`src/rtl/mem_port_arbiter.sv`:
```
// Purpose: shares one memory port between instruction fetch (IF) and the data stage (MEM).
// Latency: a request seen in cycle N drives mem_req in N+1. With a zero-wait memory, the stall drops in N+1.
// Backpressure: each requester stalls until its own mem_ack. Data wins ties until fetch has waited STARVE_MAX grants.
//
// Ports:
//   clock, reset_n                      clock and asynchronous active-low reset
//   if_req/if_addr -> if_rdata/if_stall instruction read; if_rdata is valid when if_req & !if_stall
//   d_req/d_we/d_addr/d_wdata           load/store request
//   d_rdata/d_stall                     load data; d_rdata is valid when d_req & !d_stall
//   mem_req/mem_we/mem_addr/mem_wdata   latched request, held until mem_ack
//   mem_rdata/mem_ack                   memory response
module mem_port_arbiter #(
  parameter int AW         = 32,
  parameter int DW         = 32,
  parameter int STARVE_MAX = 4
) (
  input  logic          clock,
  input  logic          reset_n,
  input  logic          if_req,
  input  logic [AW-1:0] if_addr,
  output logic [DW-1:0] if_rdata,
  output logic          if_stall,
  input  logic          d_req,
  input  logic          d_we,
  input  logic [AW-1:0] d_addr,
  input  logic [DW-1:0] d_wdata,
  output logic [DW-1:0] d_rdata,
  output logic          d_stall,
  output logic          mem_req,
  output logic          mem_we,
  output logic [AW-1:0] mem_addr,
  output logic [DW-1:0] mem_wdata,
  input  logic [DW-1:0] mem_rdata,
  input  logic          mem_ack
);

  localparam logic [3:0] STARVE_LIM = 4'(STARVE_MAX);

  typedef enum logic [1:0] {IDLE, FETCH, DATA} state_t;

  state_t        state;
  state_t        state_nxt;
  logic [AW-1:0] addr_q;
  logic          we_q;
  logic [DW-1:0] wdata_q;
  logic [3:0]    starve_cnt;

  logic          ack_fetch;
  logic          ack_data;
  logic          arb_en;
  logic          cand_if;
  logic          cand_d;
  logic          grant_d;
  logic          grant_if;

  // A mem_ack only completes an access that is actually in flight.
  assign ack_fetch = (state == FETCH) & mem_ack;
  assign ack_data  = (state == DATA)  & mem_ack;

  // State register
  always_ff @(posedge clock or negedge reset_n) begin
    if (!reset_n) state <= IDLE;
    else          state <= state_nxt;
  end

  // Next state: arbitrate when idle or on completion.
  // The requester that is finishing is excluded, because its req still shows the old access this cycle.
  always_comb begin
    arb_en    = (state == IDLE) | ack_fetch | ack_data;
    cand_if   = if_req & ~ack_fetch;
    cand_d    = d_req  & ~ack_data;
    grant_d   = arb_en & cand_d & (~cand_if | (starve_cnt < STARVE_LIM));
    grant_if  = arb_en & cand_if & ~grant_d;
    state_nxt = state;
    if (arb_en) begin
      if (grant_d)       state_nxt = DATA;
      else if (grant_if) state_nxt = FETCH;
      else               state_nxt = IDLE;
    end
  end

  // Outputs.
  // A flushed requester (req dropped) sees no stall, while the bus access still runs to its ack.
  always_comb begin
    mem_req  = (state != IDLE);
    if_stall = if_req & ~ack_fetch;
    d_stall  = d_req  & ~ack_data;
  end

  assign mem_we    = we_q;
  assign mem_addr  = addr_q;
  assign mem_wdata = wdata_q;
  assign if_rdata  = mem_rdata;
  assign d_rdata   = mem_rdata;

  // Latched request and starvation counter.
  // Every data grant made while fetch is asking counts toward forcing a fetch.
  always_ff @(posedge clock or negedge reset_n) begin
    if (!reset_n) begin
      addr_q     <= '0;
      we_q       <= 1'b0;
      wdata_q    <= '0;
      starve_cnt <= 4'd0;
    end else if (grant_d) begin
      addr_q  <= d_addr;
      we_q    <= d_we;
      wdata_q <= d_wdata;
      if (if_req && starve_cnt != STARVE_LIM) starve_cnt <= starve_cnt + 4'd1;
    end else if (grant_if) begin
      addr_q     <= if_addr;
      we_q       <= 1'b0;
      starve_cnt <= 4'd0;
    end
  end

endmodule

```
`config.mk`:
```
export PLATFORM = sky130hd
export DESIGN_NAME = mem_port_arbiter
export DESIGN_NICKNAME = d
export VERILOG_FILES = /design/src/rtl/mem_port_arbiter.sv
export SDC_FILE = /design/constraint.sdc
export NUM_CORES = 1
export LEC_CHECK = 0
export ABC_AREA = 1
export CORE_AREA = 4 4 100 102
export DETAILED_ROUTE_END_ITERATION = 16
export DIE_AREA = 0 0 104 106
export DONT_BUFFER_PORTS = 1
export PLACE_DENSITY = 0.53
export SLEW_MARGIN = 5
export SYNTH_ARGS = -nofsm -noshare
export SYNTH_HDL_FRONTEND = slang
export SYNTH_SLANG_ARGS = --single-unit
```
`constraint.sdc`:
```
create_clock -name clock -period 3.9 [get_ports clock]
set_input_delay 0.195 -clock clock [delete_from_list [all_inputs] [get_ports clock]]
set_output_delay 0.195 -clock clock [all_outputs]
set_load 0.05 [all_outputs]
```
* Word-level counts from Yosys, hierarchy flattened
Cells that the tools add are included.
Cells by class: equality and inequality tests 4, $add $sub $neg 1, multiplexer cells 9, bitwise gates (word level) 15, reduce and logical (&&, ||, !) cells 5, magnitude comparators 1
Operator list (number):
- 2-to-1 mux 32 bit | 2
- 2-to-1 mux 4 bit | 3
- AND 1 bit | 8
- adder 4 x 1 -> 4 bit, second input constant | 1
- less-than comparator 4 x 3 -> 1 bit, second input constant | 1
- != test 4 x 3 -> 1 bit, second input constant | 1
- inverter 1 bit | 4
- nonzero test 2 bit | 2
- 2-to-1 mux 1 bit | 3
- bitwise OR 1 bit | 3
- equality test 2 x 1 -> 1 bit, second input constant | 1
- equality test 2 bit, second input constant | 1
- logical NOT 2 bit | 1
- 2-to-1 mux 2 bit | 1
- != test 2 x 1 -> 1 bit, second input constant | 1
- AND reduction 2 bit | 1
- logical AND 1 bit | 1
Storage, ports and cells: bits in registers 71, word-level logic and storage cells 40, input port bits 134

* Longest topological paths before layout
Gate-level depths: netlist of run 1.
word-level depth 11, depth in mapped cells 10, gate-level depth less buffers 9

* Worst setup path after synthesis of run 1
Ideal clock, no wire load.
path type flip-flop to flip-flop, from reg state[1], to reg starve_cnt[2], slack 1.997 ns, library setup time 0.117 ns, data arrival time 1.786 ns, stages on the path, launching flop included 7, clock period less this slack 1.903 ns, path buffers 0, cell sequence dfrtp_1 -> a31oi_1 -> nand2_1 -> nand2_1 -> nand2_1 -> nand2_1 -> nand2_1
On the way: elaborated cells on any way between the ends 22
RTL lines:
- from (decl) | line 41 | state_t state;
- from (signal assigned) | line 63 | else state <= state_nxt;
- equality test 2 bit * | line 58 | assign ack_data = (state == DATA) & mem_ack;
- AND 1 bit * | line 58
- inverter 1 bit *
- AND 1 bit *
- via d_stall | line 28 | output logic d_stall,
- AND 1 bit * (2 in series) | line 72 | grant_d = arb_en & cand_d & (~cand_if | (starve_cnt < STARVE_LIM));
- inverter 1 bit | line 73 | grant_if = arb_en & cand_if & ~grant_d;
- AND 1 bit | line 73
- nonzero test 2 bit (no source line)
- AND reduction 2 bit (no source line)
- to (signal assigned) | line 108 | if (if_req && starve_cnt != STARVE_LIM) starve_cnt <= starve_cnt + 4'd1;
- to (decl) | line 46 | logic [3:0] starve_cnt;
Mark *: on every way through the listed nets, which the timed path passes. The rest lies on a longest branch. A chain may end at the register's enable or synchronous reset.

* Final worst setup path of run 1
from reg state[1], to reg addr_q[24], in the netlist mem_addr[24]
On the way: word-level cells in the longest chain between the ends 10, elaborated cells on any way between the ends 20
RTL lines:
- equality test 2 x 1 -> 1 bit | line 57 | assign ack_fetch = (state == FETCH) & mem_ack;
- AND 1 bit | line 57
- inverter 1 bit | line 70 | cand_if = if_req & ~ack_fetch;
- AND 1 bit | line 70
- inverter 1 bit | line 72
- bitwise OR 1 bit | line 72
- AND 1 bit | line 72
- inverter 1 bit | line 73
- AND 1 bit | line 73
- nonzero test 2 bit (no source line)
- to (signal assigned) | line 105 | addr_q <= d_addr;
- to (signal assigned) | line 110 | addr_q <= if_addr;
- to (decl) | line 43 | logic [AW-1:0] addr_q;
Parallel ways exist; a longest one is shown, timed or not.

==> results of run 1 <==
-- cell usage in the layout (no fill, tap or decap), drive strengths merged, types with 2 or more instances in the layout --
cell type	count
buf	5
clkbuf	10
clkinv	2
clkinvlp	2
dfrtp	71
dlygate4sd3	58
ha	2
inv	11
nand2	175
nand3	43
nor2	99
o21ai	2
or2	2
-- metrics by stage --
stage          hold slack [ns]    util  worst slack, ns  power (µW)
6_report               0.02326  0.4581            1.642        4228
5_1_grt                0.01276  0.4581            1.374        4522
4_1_cts              0.0003449  0.4570            1.645        4262
3_5_place_dp          -0.09873  0.3698            1.645        3598
3_3_place_gp          -0.09879  0.3698            1.717        3565
2_1_floorplan          -0.1006       -            1.997        3518
-- how the worst max path moves through the flow --
stage / startpoint / end
floorplan: state[1] / starve_cnt[2]
global placement: state[1] / mem_addr[21]
detailed placement: state[1] / mem_addr[24]
CTS: state[1] / mem_addr[24]
global route: state[1] / mem_addr[24]
finish: state[1] / mem_addr[24]
-- power groups by stage --
stage	Clock, µW	Combinational [µW]	Sequential, µW
floorplan	0	1040	2480
global placement	0	983	2580
detailed placement	0	1020	2570
CTS	613	1080	2560
global route	647	1270	2610
finish	586	1080	2560
-- flip-flops by register name (all words and copies together) (netlist names) --
| name | flops |
|---|---|
| mem_addr | 32 |
| mem_wdata | 32 |
| starve_cnt | 4 |
| state | 2 |
| mem_we | 1 |
-- routing by layer --
| metal | wire [µm] | GRT usage | part of all wire | vias to the layer above |
|---|---|---|---|---|
| met5 | 0 | 0 | 0 | - |
| met4 | 118 | 0.05508 | 0.012 | 0 |
| met3 | 1225 | 0.08500 | 0.13 | 14 |
| met2 | 4544 | 0.2878 | 0.46 | 177 |
| met1 | 3888 | 0.2041 | 0.40 | 1351 |
| li1 | - | - | - | 1437 |
-- cell type report --
type / instances / area, µm² / share of cell area
inverters: 11 / 41.29 / 0.009895
repair buffers: 63 / 638.1 / 0.1529
multi-input cells: 330 / 1381 / 0.3310
flip-flops and latches: 71 / 1777 / 0.4258
well taps: 111 / 138.9 / 0.03328
clock inverters: 5 / 58.81 / 0.01409
clock buffers: 10 / 137.6 / 0.03298
-- cells by family after synthesis --
group           count (synthesis)
flops                          71
simple gates                  320
xor+xnor                        2
compound gates                  6
buf+inv                        98
fa+ha+maj                       2
-- worst max-delay path: stages, from the launching register on --
cell     delay (ns)
dfrtp_1        0.47
inv_2          0.09
nand3_2        0.09
inv_2          0.05
nor2_4         0.06
buf_4          0.43
nand2_2        0.54
nand2_1        0.19
nand2_1        0.07
nor2_1         0.08
nor2_1         0.06
-- what timing repair did --
| action | CTS | global route |
|---|---|---|
| endpoints found under the setup margin | 0 | 0 |
| buffers inserted | 0 | 0 |
| hold buffers | 58 | 1 |
| endpoints found under the hold margin | 127 | 1 |
==> results.sh, run 1 <==
export IMPL_rsz0062_at_grt="no"
export IMPL_cp_start_kind="flop"
export IMPL_drc=0
export IMPL_yosys_area_top_type_share=0.4677
export IMPL_rr_endpoint="mem_addr[24]"
export IMPL_clkPwrFrac=0.139
export IMPL_wl_mm=9.776
export IMPL_min_from="d_addr[27]"
export IMPL_maxCapViolations=0
export IMPL_synth_area_leaders="dfrtp_1, nand2_1, buf_4"
export IMPL_p_sw_uw=2481
export IMPL_rr_startpoint="state[1]"
export IMPL_antenna_found_initial=0
export IMPL_layout_drive_gt1_share=0.06735
export IMPL_antenna_cells=0
export IMPL_yosys_area_share_simple=0.3386
export IMPL_fill_cells=877
export IMPL_start_util=0.4170
export IMPL_synth_edf_count=0
export IMPL_die_h_um=106
export IMPL_clock_sinks=71
export IMPL_wl_per_cell_um=16.27
export IMPL_p_int_uw=1747
export IMPL_grt_pass1_wl_mm=15.82
export IMPL_core_um2=9109
export IMPL_place_inst=527
export IMPL_area_growth_pct=9.848
export IMPL_fin_area_um2=4173
export IMPL_r2r_cells=10
export IMPL_tns_ns=0
export IMPL_synth_xor_area_frac=0.004611
export IMPL_end_kind="flop"
export IMPL_final_period_utilization=0.5791
export IMPL_synth_fa_ha_area_frac=0.006588
export IMPL_ys_seq_elements=71
export IMPL_hold_end="mem_addr[27]"
export IMPL_dieArea_um2=11020
export IMPL_syn_inst=499
export IMPL_slew_violations=0
export IMPL_fin_cells=601
export IMPL_worst_pin_slew_ns=1.166
export IMPL_p_per_area_nw_per_um2=1013
export IMPL_synth_compound_area_share=0.01186
export IMPL_clkLatencyLatePin_ns=0.33
export IMPL_yosysUniqueCellTypes=23
export IMPL_ioPinCount=266
export IMPL_ant_nets=0
export IMPL_die_width_um=104
export IMPL_hp_class="in -> reg"
export IMPL_tritoncts="done"
export IMPL_place_area_um2=3368
export IMPL_outcome="finished, final reports clean"
export IMPL_drtIter0Drc=180
export IMPL_syn_nets=635
export IMPL_peakVddDrop_uv=464.1
export IMPL_htreeDepth=3
export IMPL_synth_largest_area_cell="dfrtp_1"
export IMPL_synth_async_reset_ratio=1.000
export IMPL_grt_pass1_vias=3115
export IMPL_slew_headroom=0.2228
export IMPL_power_switching_share=0.5868
export IMPL_grtUsageTotal=0.1759
export IMPL_synth_common_cells="nand2_1, nor2_1, dfrtp_1"
export IMPL_fmax_ghz=0.4428
export IMPL_gr_total_overflow=0
export IMPL_clock_skew_ns=0.006644
export IMPL_min_path_cells=2
export IMPL_hold_viol_final=0
export IMPL_timing_final_crit_period_ns=2.258
export IMPL_pwr_share_seq=0.607
export IMPL_io_buffers=0
export IMPL_hpwl_mm=5.905
export IMPL_p_leak_uw=0.002138
export IMPL_fin_nets=622
export IMPL_clockBufferDepth=2
export IMPL_combPwrFrac=0.255
export IMPL_yosysMostFrequentCell="nand2_1"
export IMPL_crit_fanout=34
export IMPL_ys_flop_type="dfrtp_1"
export IMPL_numCtsBuffers=9
export IMPL_path_clk_slew_ns=0.07
export IMPL_arrival_ns=2.48
export IMPL_ys_warn_count=0
export IMPL_clockRootBuffer="clkbuf_8"
export IMPL_syn_cell_area_um2=3799
export IMPL_cp_required_ns=4.12
export IMPL_vias=2979
export IMPL_postSynthAreaPerCell_um2=7.613
export IMPL_globalplace_congestion=0.7523
export IMPL_yosysSeqAreaShare=0.4677
export IMPL_worstSetupPathType="reg -> reg"
export IMPL_dr_pass1_iters=4
export IMPL_cts_resized=0
export IMPL_synth_top_family_by_area="simple AND/OR/NAND/NOR gates"
export IMPL_grt_max_degree=72
export IMPL_r2r_slack_ns=1.64
export IMPL_setup_viol=0
export IMPL_vias_per_cell=4.957
export IMPL_synthMuxAreaShare=0
export IMPL_rows=35
Power figures use the tool's default switching activity.
==> run 2: changes to the inputs <==
--- a/config.mk
+++ b/config.mk
@@ -5,12 +5,12 @@
 export SDC_FILE = /design/constraint.sdc
 export NUM_CORES = 1
 export LEC_CHECK = 0
-export ABC_AREA = 1
+export ABC_AREA = 0
 export CORE_AREA = 4 4 100 102
 export DETAILED_ROUTE_END_ITERATION = 16
 export DIE_AREA = 0 0 104 106
 export DONT_BUFFER_PORTS = 1
-export PLACE_DENSITY = 0.53
+export PLACE_DENSITY = 0.52
 export SLEW_MARGIN = 5
 export SYNTH_ARGS = -nofsm -noshare
 export SYNTH_HDL_FRONTEND = slang
==> constraint.sdc (replaced) <==
create_clock -name clock -period 1.8 [get_ports clock]
set_input_delay 0.09 -clock clock [delete_from_list [all_inputs] [get_ports clock]]
set_output_delay 0.09 -clock clock [all_outputs]
set_load 0.05 [all_outputs]
==> run 2 against run 1 <==
Against the previous run: the flow now stops in clock tree synthesis; synthesized area decreased by 5.8%; synthesized cell count decreased by 37%.
==> results.sh, run 2 <==
export IMPL_outcome="did not finish"
export IMPL_stop_stage="clock tree synthesis"
export IMPL_error="[ERROR RSZ-0060] Max buffer count reached."
export IMPL_ioPinCount=266
export IMPL_syn_inst=315
export IMPL_clock_sinks=71
export IMPL_globalplace_congestion=0.7621
export IMPL_cts_setup_buffers=0
export IMPL_htreeDepth=3
export IMPL_clockBufferDepth=2
export IMPL_io_buffers=0
export IMPL_synth_area_leaders="dfrtp_1, buf_4, mux2_2"
export IMPL_syn_nets=451
export IMPL_cts_resized=0
export IMPL_clockRootBuffer="clkbuf_8"
export IMPL_yosysSeqAreaShare=0.4967
export IMPL_ys_seq_elements=71
export IMPL_yosys_area_top_type_share=0.4967
export IMPL_synth_largest_area_cell="dfrtp_1"
export IMPL_ys_flop_type="dfrtp_1"
export IMPL_ys_warn_count=0
export IMPL_synth_edf_count=0
export IMPL_die_h_um=106
export IMPL_synth_common_cells="dfrtp_1, buf_4, nor2_1"
export IMPL_numCtsBuffers=9
export IMPL_postCtsHoldBufs=101
export IMPL_hpwl_mm=4.990
export IMPL_synth_async_reset_ratio=1.000
export IMPL_yosysUniqueCellTypes=28
export IMPL_yosysMostFrequentCell="dfrtp_1"
export IMPL_start_util=0.3927
export IMPL_syn_cell_area_um2=3577
export IMPL_rows=35
export IMPL_postSynthAreaPerCell_um2=11.36
export IMPL_die_width_um=104
-- run 2: changes by cell type after synthesis, moves of 32 or more --
cell     previous run  this run
mux2i_1             0        32
nand3_1            41         2
mux2_2              0        33
nor2_1             98        34
a21oi_1             0        32
nand2_1           173         3
-- run 2: logic make-up after synthesis --
| kind of cell | Yosys count | synth area share |
|---|---|---|
| simple gates | 50 | 0.06226 |
| xor+xnor | 1 | 0.002449 |
| buf+inv | 83 | 0.1682 |
| flops | 71 | 0.4967 |
| fa+ha+maj | 2 | 0.006994 |
| mux | 65 | 0.1934 |
| compound gates | 43 | 0.06995 |
-- run 2: per-stage QoR --
step	cell area (µm²)	hold WS, ns	setup WS, ns	std cells
after floorplan	3577	-0.2056	0.1955	315
after detailed placement	3388	-0.2036	0.08508	375
after global placement	3388	-0.2037	0.1242	375
==> run 3: changes to the inputs <==
--- a/config.mk
+++ b/config.mk
@@ -6,11 +6,11 @@
 export NUM_CORES = 1
 export LEC_CHECK = 0
 export ABC_AREA = 0
-export CORE_AREA = 4 4 100 102
+export CORE_MARGIN = 4
+export CORE_UTILIZATION = 30
 export DETAILED_ROUTE_END_ITERATION = 16
-export DIE_AREA = 0 0 104 106
 export DONT_BUFFER_PORTS = 1
-export PLACE_DENSITY = 0.52
+export PLACE_DENSITY_LB_ADDON = 0.15
 export SLEW_MARGIN = 5
 export SYNTH_ARGS = -nofsm -noshare
 export SYNTH_HDL_FRONTEND = slang
==> constraint.sdc (replaced) <==
create_clock -name clock -period 2.34 [get_ports clock]
set_input_delay 0.117 -clock clock [delete_from_list [all_inputs] [get_ports clock]]
set_output_delay 0.117 -clock clock [all_outputs]
set_load 0.05 [all_outputs]
==> run 3 against run 2 <==
Against the previous run: the flow now finishes without violations; synthesized area unchanged; synthesized cell count unchanged.
==> results.sh, run 3 <==
export IMPL_grt_pass1_wl_mm=11.55
export IMPL_hp_class="in -> reg"
export IMPL_end_kind="flop"
export IMPL_fin_nets=479
export IMPL_cp_startpoint="starve_cnt[3]"
export IMPL_setup_viol=0
export IMPL_yosysMostFrequentCell="dfrtp_1"
export IMPL_syn_nets=451
export IMPL_arrival_ns=2.38
export IMPL_timing_final_crit_period_ns=2.175
export IMPL_antenna_found_initial=0
export IMPL_postSynthAreaPerCell_um2=11.36
export IMPL_ys_flop_type="dfrtp_1"
export IMPL_ys_seq_elements=71
export IMPL_tns_ns=0
export IMPL_p_leak_uw=0.002027
export IMPL_layout_drive_gt1_share=0.1552
export IMPL_layout_commonest_cell="dlygate4sd3_1"
export IMPL_grt_max_degree=72
export IMPL_clockRootBuffer="clkbuf_16"
export IMPL_slew_headroom=0.6649
export IMPL_finalCoreUtilization=0.3878
export IMPL_dr_pass1_iters=6
export IMPL_synth_largest_area_cell="dfrtp_1"
export IMPL_hold_viol_final=0
export IMPL_clock_skew_ns=0.004971
export IMPL_clockBufferDepth=2
export IMPL_gr_total_overflow=0
export IMPL_htreeDepth=3
export IMPL_globalplace_congestion=0.6964
export IMPL_die_width_um=117.2
export IMPL_worstSetupPathType="reg -> reg"
export IMPL_drc=0
export IMPL_vias_per_cell=4.674
export IMPL_core_um2=11560
export IMPL_dieArea_um2=13730
export IMPL_ioPinCount=266
export IMPL_yosys_area_top_type_share=0.4967
export IMPL_synth_async_reset_ratio=1.000
export IMPL_cp_required_ns=2.55
export IMPL_slowest_delay_ns=0.57
export IMPL_worstPathCellList="o21ai_0 -> o2111ai_4 -> buf_6 -> nor2_1 -> a21oi_1 -> dlygate4sd3_1"
export IMPL_synth_common_cells="dfrtp_1, buf_4, nor2_1"
export IMPL_synth_edf_count=0
export IMPL_setup_slack_ns=0.1652
export IMPL_synth_fa_ha_area_frac=0.006995
export IMPL_synth_top_family_by_area="multiplexers"
export IMPL_rows=39
export IMPL_numCtsBuffers=9
export IMPL_endpoint="mem_addr[1]"
export IMPL_die_h_um=117.2
export IMPL_p_per_area_nw_per_um2=1676
export IMPL_cp_start_kind="flop"
export IMPL_synth_xor_area_frac=0.002448
export IMPL_slew_violations=0
export IMPL_regArea_um2=1777
export IMPL_tritoncts="done"
export IMPL_rr_endpoint="mem_addr[1]"
export IMPL_clock_sinks=71
export IMPL_maxCapViolations=0
export IMPL_wl_per_cell_um=16.03
export IMPL_cpMaxStageDelayCell="dlygate4sd3_1"
export IMPL_grtUsageTotal=0.1109
export IMPL_area_growth_pct=25.36
export IMPL_yosysUniqueCellTypes=28
export IMPL_rsz0062_at_grt="no"
export IMPL_grt_pass1_vias=2470
export IMPL_fill_cells=1096
export IMPL_path_clk_slew_ns=0.05
export IMPL_clkLatencyLatePin_ns=0.33
export IMPL_start_util=0.3093
export IMPL_final_period_utilization=0.9294
export IMPL_syn_inst=315
export IMPL_multi_input_area_um2=1210
export IMPL_dpl_worst_slack_ns=0.4362
export IMPL_ys_warn_count=0
export IMPL_wl_mm=7.873
export IMPL_synth_area_leaders="dfrtp_1, buf_4, mux2_2"
export IMPL_syn_cell_area_um2=3577
export IMPL_antenna_cells=0
export IMPL_yosys_area_share_simple=0.06226
export IMPL_cts_setup_buffers=0
export IMPL_yosysSeqAreaShare=0.4967
export IMPL_outcome="finished, final reports clean"
export IMPL_r2r_cells=6
export IMPL_synth_compound_area_share=0.06995
export IMPL_hpwl_mm=4.953
export IMPL_r2r_slack_ns=0.17
export IMPL_fin_total_pwr_uw=7514
export IMPL_worst_pin_slew_ns=0.5027
export IMPL_rr_startpoint="starve_cnt[3]"
export IMPL_io_buffers=0
export IMPL_vias=2295
export IMPL_synthMuxAreaShare=0.1934
export IMPL_peakVddDrop_uv=650.2
export IMPL_final_cell_mix="dlygate4sd3_1, dfrtp_1, nor2_1"
export IMPL_crit_fanout=49
export IMPL_ant_nets=0
export IMPL_drtIter0Drc=85
export IMPL_fmax_ghz=0.4598
[run 3: cell counts after synthesis]
Identical to the previous run, type by type.
[run 3: cells by family after synthesis]
logic type	after synthesis
buf+inv	83
flops	71
mux	65
simple gates	50
compound gates	43
fa+ha+maj	2
xor+xnor	1
[run 3: critical path: cells and delay by family, from the launching register on]
kind | cells | cell delay (ns)
buffers and inverters | 2 | 0.81
AOI/OAI and AO/OA | 3 | 0.65
DFF | 1 | 0.41
and+or+nand+nor | 1 | 0.17
[run 3: report_power, final]
part	total, µW	internal [µW]	switching, µW
Sequential	4290	1800	2490
Combinational	1810	1080	730
Clock	1420	930	489
Total	7510	3810	3710
[run 3: how the worst min path moves through the flow]
stage                            from            end  cells after the start
after floorplan               reset_n    mem_addr[0]                      0
after global placement        reset_n  mem_wdata[19]                      0
after detailed placement      reset_n  mem_wdata[19]                      0
after CTS                 if_addr[11]   mem_addr[11]                      2
after global routing      if_addr[25]   mem_addr[25]                      2
final                     if_addr[11]   mem_addr[11]                      2
[run 3: cell type report]
cell class                      count  area share
Multi-Input combinational cell    161      0.2698
Clock buffer                       12     0.05273
Sequential cell                    71      0.3962
Tap cell                          143     0.03990
Inverter                            4    0.003348
Clock inverter                      4     0.01563
Timing Repair Buffer               96      0.2224
[run 3: layer usage]
layer  GRT usage  up-vias  share of wire
met5           0        -              0
met1      0.1021     1072           0.34
met3     0.06632       27           0.13
met2      0.1938      141           0.51
met4     0.05275        0          0.018
li1            -     1055              -
[run 3: stage by stage]
stage	hold WS (ns)	instance area [µm²]	cells
2_1_floorplan	-0.1786	3577	315
3_3_place_gp	-0.1761	3236	383
3_5_place_dp	-0.1765	3236	383
4_1_cts	0.0001945	4481	491
5_1_grt	0.01561	4484	491
6_report	0.01486	4484	491
[run 3: timing repair]
action	4_1_cts	5_1_grt
endpoints found under the setup margin	0	10
hold buffers	92	0
hold endpoints to repair	138	0
gates resized for setup	0	1
==> run 4: changes to the inputs <==
--- a/config.mk
+++ b/config.mk
@@ -10,6 +10,7 @@
 export CORE_UTILIZATION = 30
 export DETAILED_ROUTE_END_ITERATION = 16
 export DONT_BUFFER_PORTS = 1
+export GPL_TIMING_DRIVEN = 0
 export PLACE_DENSITY_LB_ADDON = 0.15
 export SLEW_MARGIN = 5
 export SYNTH_ARGS = -nofsm -noshare
==> run 4 against run 3 <==
Against the previous run: setup slack worse by 0.039 ns; critical endpoint is now mem_addr[19]; register-to-register slack got worse by 0.04 ns; via count is 9.3% higher; sequential power about the same; combinational power rose by 4%; worst hold slack got worse by 0.0064 ns.
==> results.sh, run 4 (synthesized netlist as in run 3, its figures left out) <==
export IMPL_outcome="finished, final reports clean"
export IMPL_peakVddDrop_uv=683.5
export IMPL_slew_headroom=0.3617
export IMPL_fin_nets=538
export IMPL_final_cell_mix="dlygate4sd3_1, buf_4, dfrtp_1"
export IMPL_layout_commonest_cell="dlygate4sd3_1"
export IMPL_fill_cells=1092
export IMPL_worstPathCellList="and3b_2 -> o2111ai_4 -> buf_8 -> buf_6 -> buf_4 -> a21oi_1 -> dlygate4sd3_1"
export IMPL_vias=2509
export IMPL_antenna_found_initial=0
export IMPL_cp_start_kind="flop"
export IMPL_rsz0062_at_grt="no"
export IMPL_layout_drive_gt1_share=0.3284
export IMPL_start_util=0.3093
export IMPL_cp_num_buf_inv=4
export IMPL_fin_total_pwr_uw=7383
export IMPL_power_switching_share=0.5319
export IMPL_fin_cells=548
export IMPL_regArea_um2=1777
export IMPL_globalplace_congestion=0.6855
export IMPL_grtUsageTotal=0.1197
export IMPL_maxCapViolations=0
export IMPL_hold_end="mem_addr[17]"
export IMPL_clock_skew_ns=0.007013
export IMPL_antenna_cells=0
export IMPL_min_path_cells=2
export IMPL_fmax_ghz=0.4518
export IMPL_dieArea_um2=13730
export IMPL_setup_viol=0
export IMPL_wl_mm=9.225
export IMPL_clkPwrFrac=0.160
export IMPL_grt_pass1_vias=2595
export IMPL_timing_final_crit_period_ns=2.213
export IMPL_crit_family="buffers and inverters"
export IMPL_drc=0
export IMPL_io_buffers=0
export IMPL_slew_violations=0
export IMPL_cp_required_ns=2.54
export IMPL_dr_pass1_iters=4
export IMPL_core_um2=11560
export IMPL_grt_pass1_wl_mm=12.71
export IMPL_place_inst=458
export IMPL_end_kind="flop"
export IMPL_cpMaxStageDelayCell="dlygate4sd3_1"
export IMPL_final_period_utilization=0.9459
export IMPL_r2r_slack_ns=0.13
export IMPL_setup_slack_ns=0.1267
export IMPL_multi_input_area_um2=1211
export IMPL_clockRootBuffer="clkbuf_16"
export IMPL_p_sw_uw=3927
export IMPL_ant_nets=0
export IMPL_dpl_worst_slack_ns=0.4913
export IMPL_hp_class="in -> reg"
export IMPL_worst_pin_slew_ns=0.9554
export IMPL_p_per_area_nw_per_um2=1539
export IMPL_finalCoreUtilization=0.4149
export IMPL_path_clk_slew_ns=0.06
export IMPL_arrival_ns=2.42
export IMPL_vias_per_cell=4.578
export IMPL_numCtsBuffers=9
export IMPL_pwr_share_seq=0.583
export IMPL_slowest_delay_ns=0.56
export IMPL_die_width_um=117.2
export IMPL_rr_startpoint="state[0]"
export IMPL_min_from="if_addr[17]"
export IMPL_clkLatencyLatePin_ns=0.32
export IMPL_tritoncts="done"
export IMPL_r2r_cells=7
export IMPL_htreeDepth=3
export IMPL_grt_max_degree=72
export IMPL_p_leak_uw=0.002283
export IMPL_ioPinCount=266
export IMPL_crit_fanout=10
export IMPL_gr_total_overflow=0
export IMPL_hold_viol_final=0
export IMPL_die_h_um=117.2
export IMPL_p_int_uw=3456
export IMPL_clock_sinks=71
export IMPL_tns_ns=0
export IMPL_combPwrFrac=0.257
export IMPL_wl_per_cell_um=16.83
export IMPL_area_growth_pct=34.14
export IMPL_worstSetupPathType="reg -> reg"
export IMPL_drtIter0Drc=58
export IMPL_hpwl_mm=6.593
export IMPL_clockBufferDepth=2
export IMPL_rr_endpoint="mem_addr[19]"
export IMPL_rows=39
-- run 4: changes by cell type in the layout (fill, tap and decap cells not counted), sizes merged --
cell / delta
clkbuf: -3
clkinvlp: +1
buf: +77
dlygate4sd3: -18
bufinv: -2
clkinv: +2
-- run 4: routing by layer --
metal  part of all wire  GRT usage  up-vias
li1                   -          -     1169
met1               0.36     0.1366     1167
met2               0.50     0.2081      162
met3               0.12    0.04730       11
met4              0.012    0.03287        0
met5                  0          0        -
-- run 4: worst max path at each step --
| stage | start | end | slack, ns | depth (start not counted) |
|---|---|---|---|---|
| after floorplan | state[0] | mem_wdata[10] | 0.74 | 5 |
| after global routing | state[0] | mem_addr[12] | 0.009 | 7 |
| final | state[0] | mem_addr[19] | 0.13 | 7 |
| after CTS | state[0] | mem_addr[21] | 0.02 | 7 |
| after detailed placement | state[0] | mem_wdata[3] | 0.49 | 5 |
| after global placement | state[0] | mem_wdata[9] | 0.51 | 5 |
-- run 4: timing repair --
| item | in CTS | in global routing |
|---|---|---|
| endpoints found under the hold margin | 138 | 0 |
| endpoints found under the setup margin | 0 | 5 |
| hold buffers | 74 | 0 |
| gates resized for setup | 0 | 4 |
| setup buffers | 0 | 2 |
-- run 4: final cells by class --
type,count,share of cell area
buffer,79,0.1231
clock buffer,9,0.04694
clock inverter,5,0.005737
inverter,4,0.003129
multi-input combinational,161,0.2524
sequential,71,0.3703
tap,143,0.03729
timing repair buffer,76,0.1611
-- run 4: metrics by stage --
step | hold WS [ns] | instance area, µm²
floorplan | -0.1786 | 3577
global placement | -0.1761 | 3756
detailed placement | -0.1764 | 3756
CTS | 0.0007811 | 4767
global route | 0.003026 | 4798
finish | 0.008481 | 4798
-- run 4: power groups by stage --
stage	Combinational [µW]	Clock, µW	Sequential, µW
after floorplan	1470	0	4170
after global placement	1660	0	4340
after detailed placement	1690	0	4330
after CTS	1880	1240	4310
after global routing	2090	1300	4390
final	1890	1180	4310
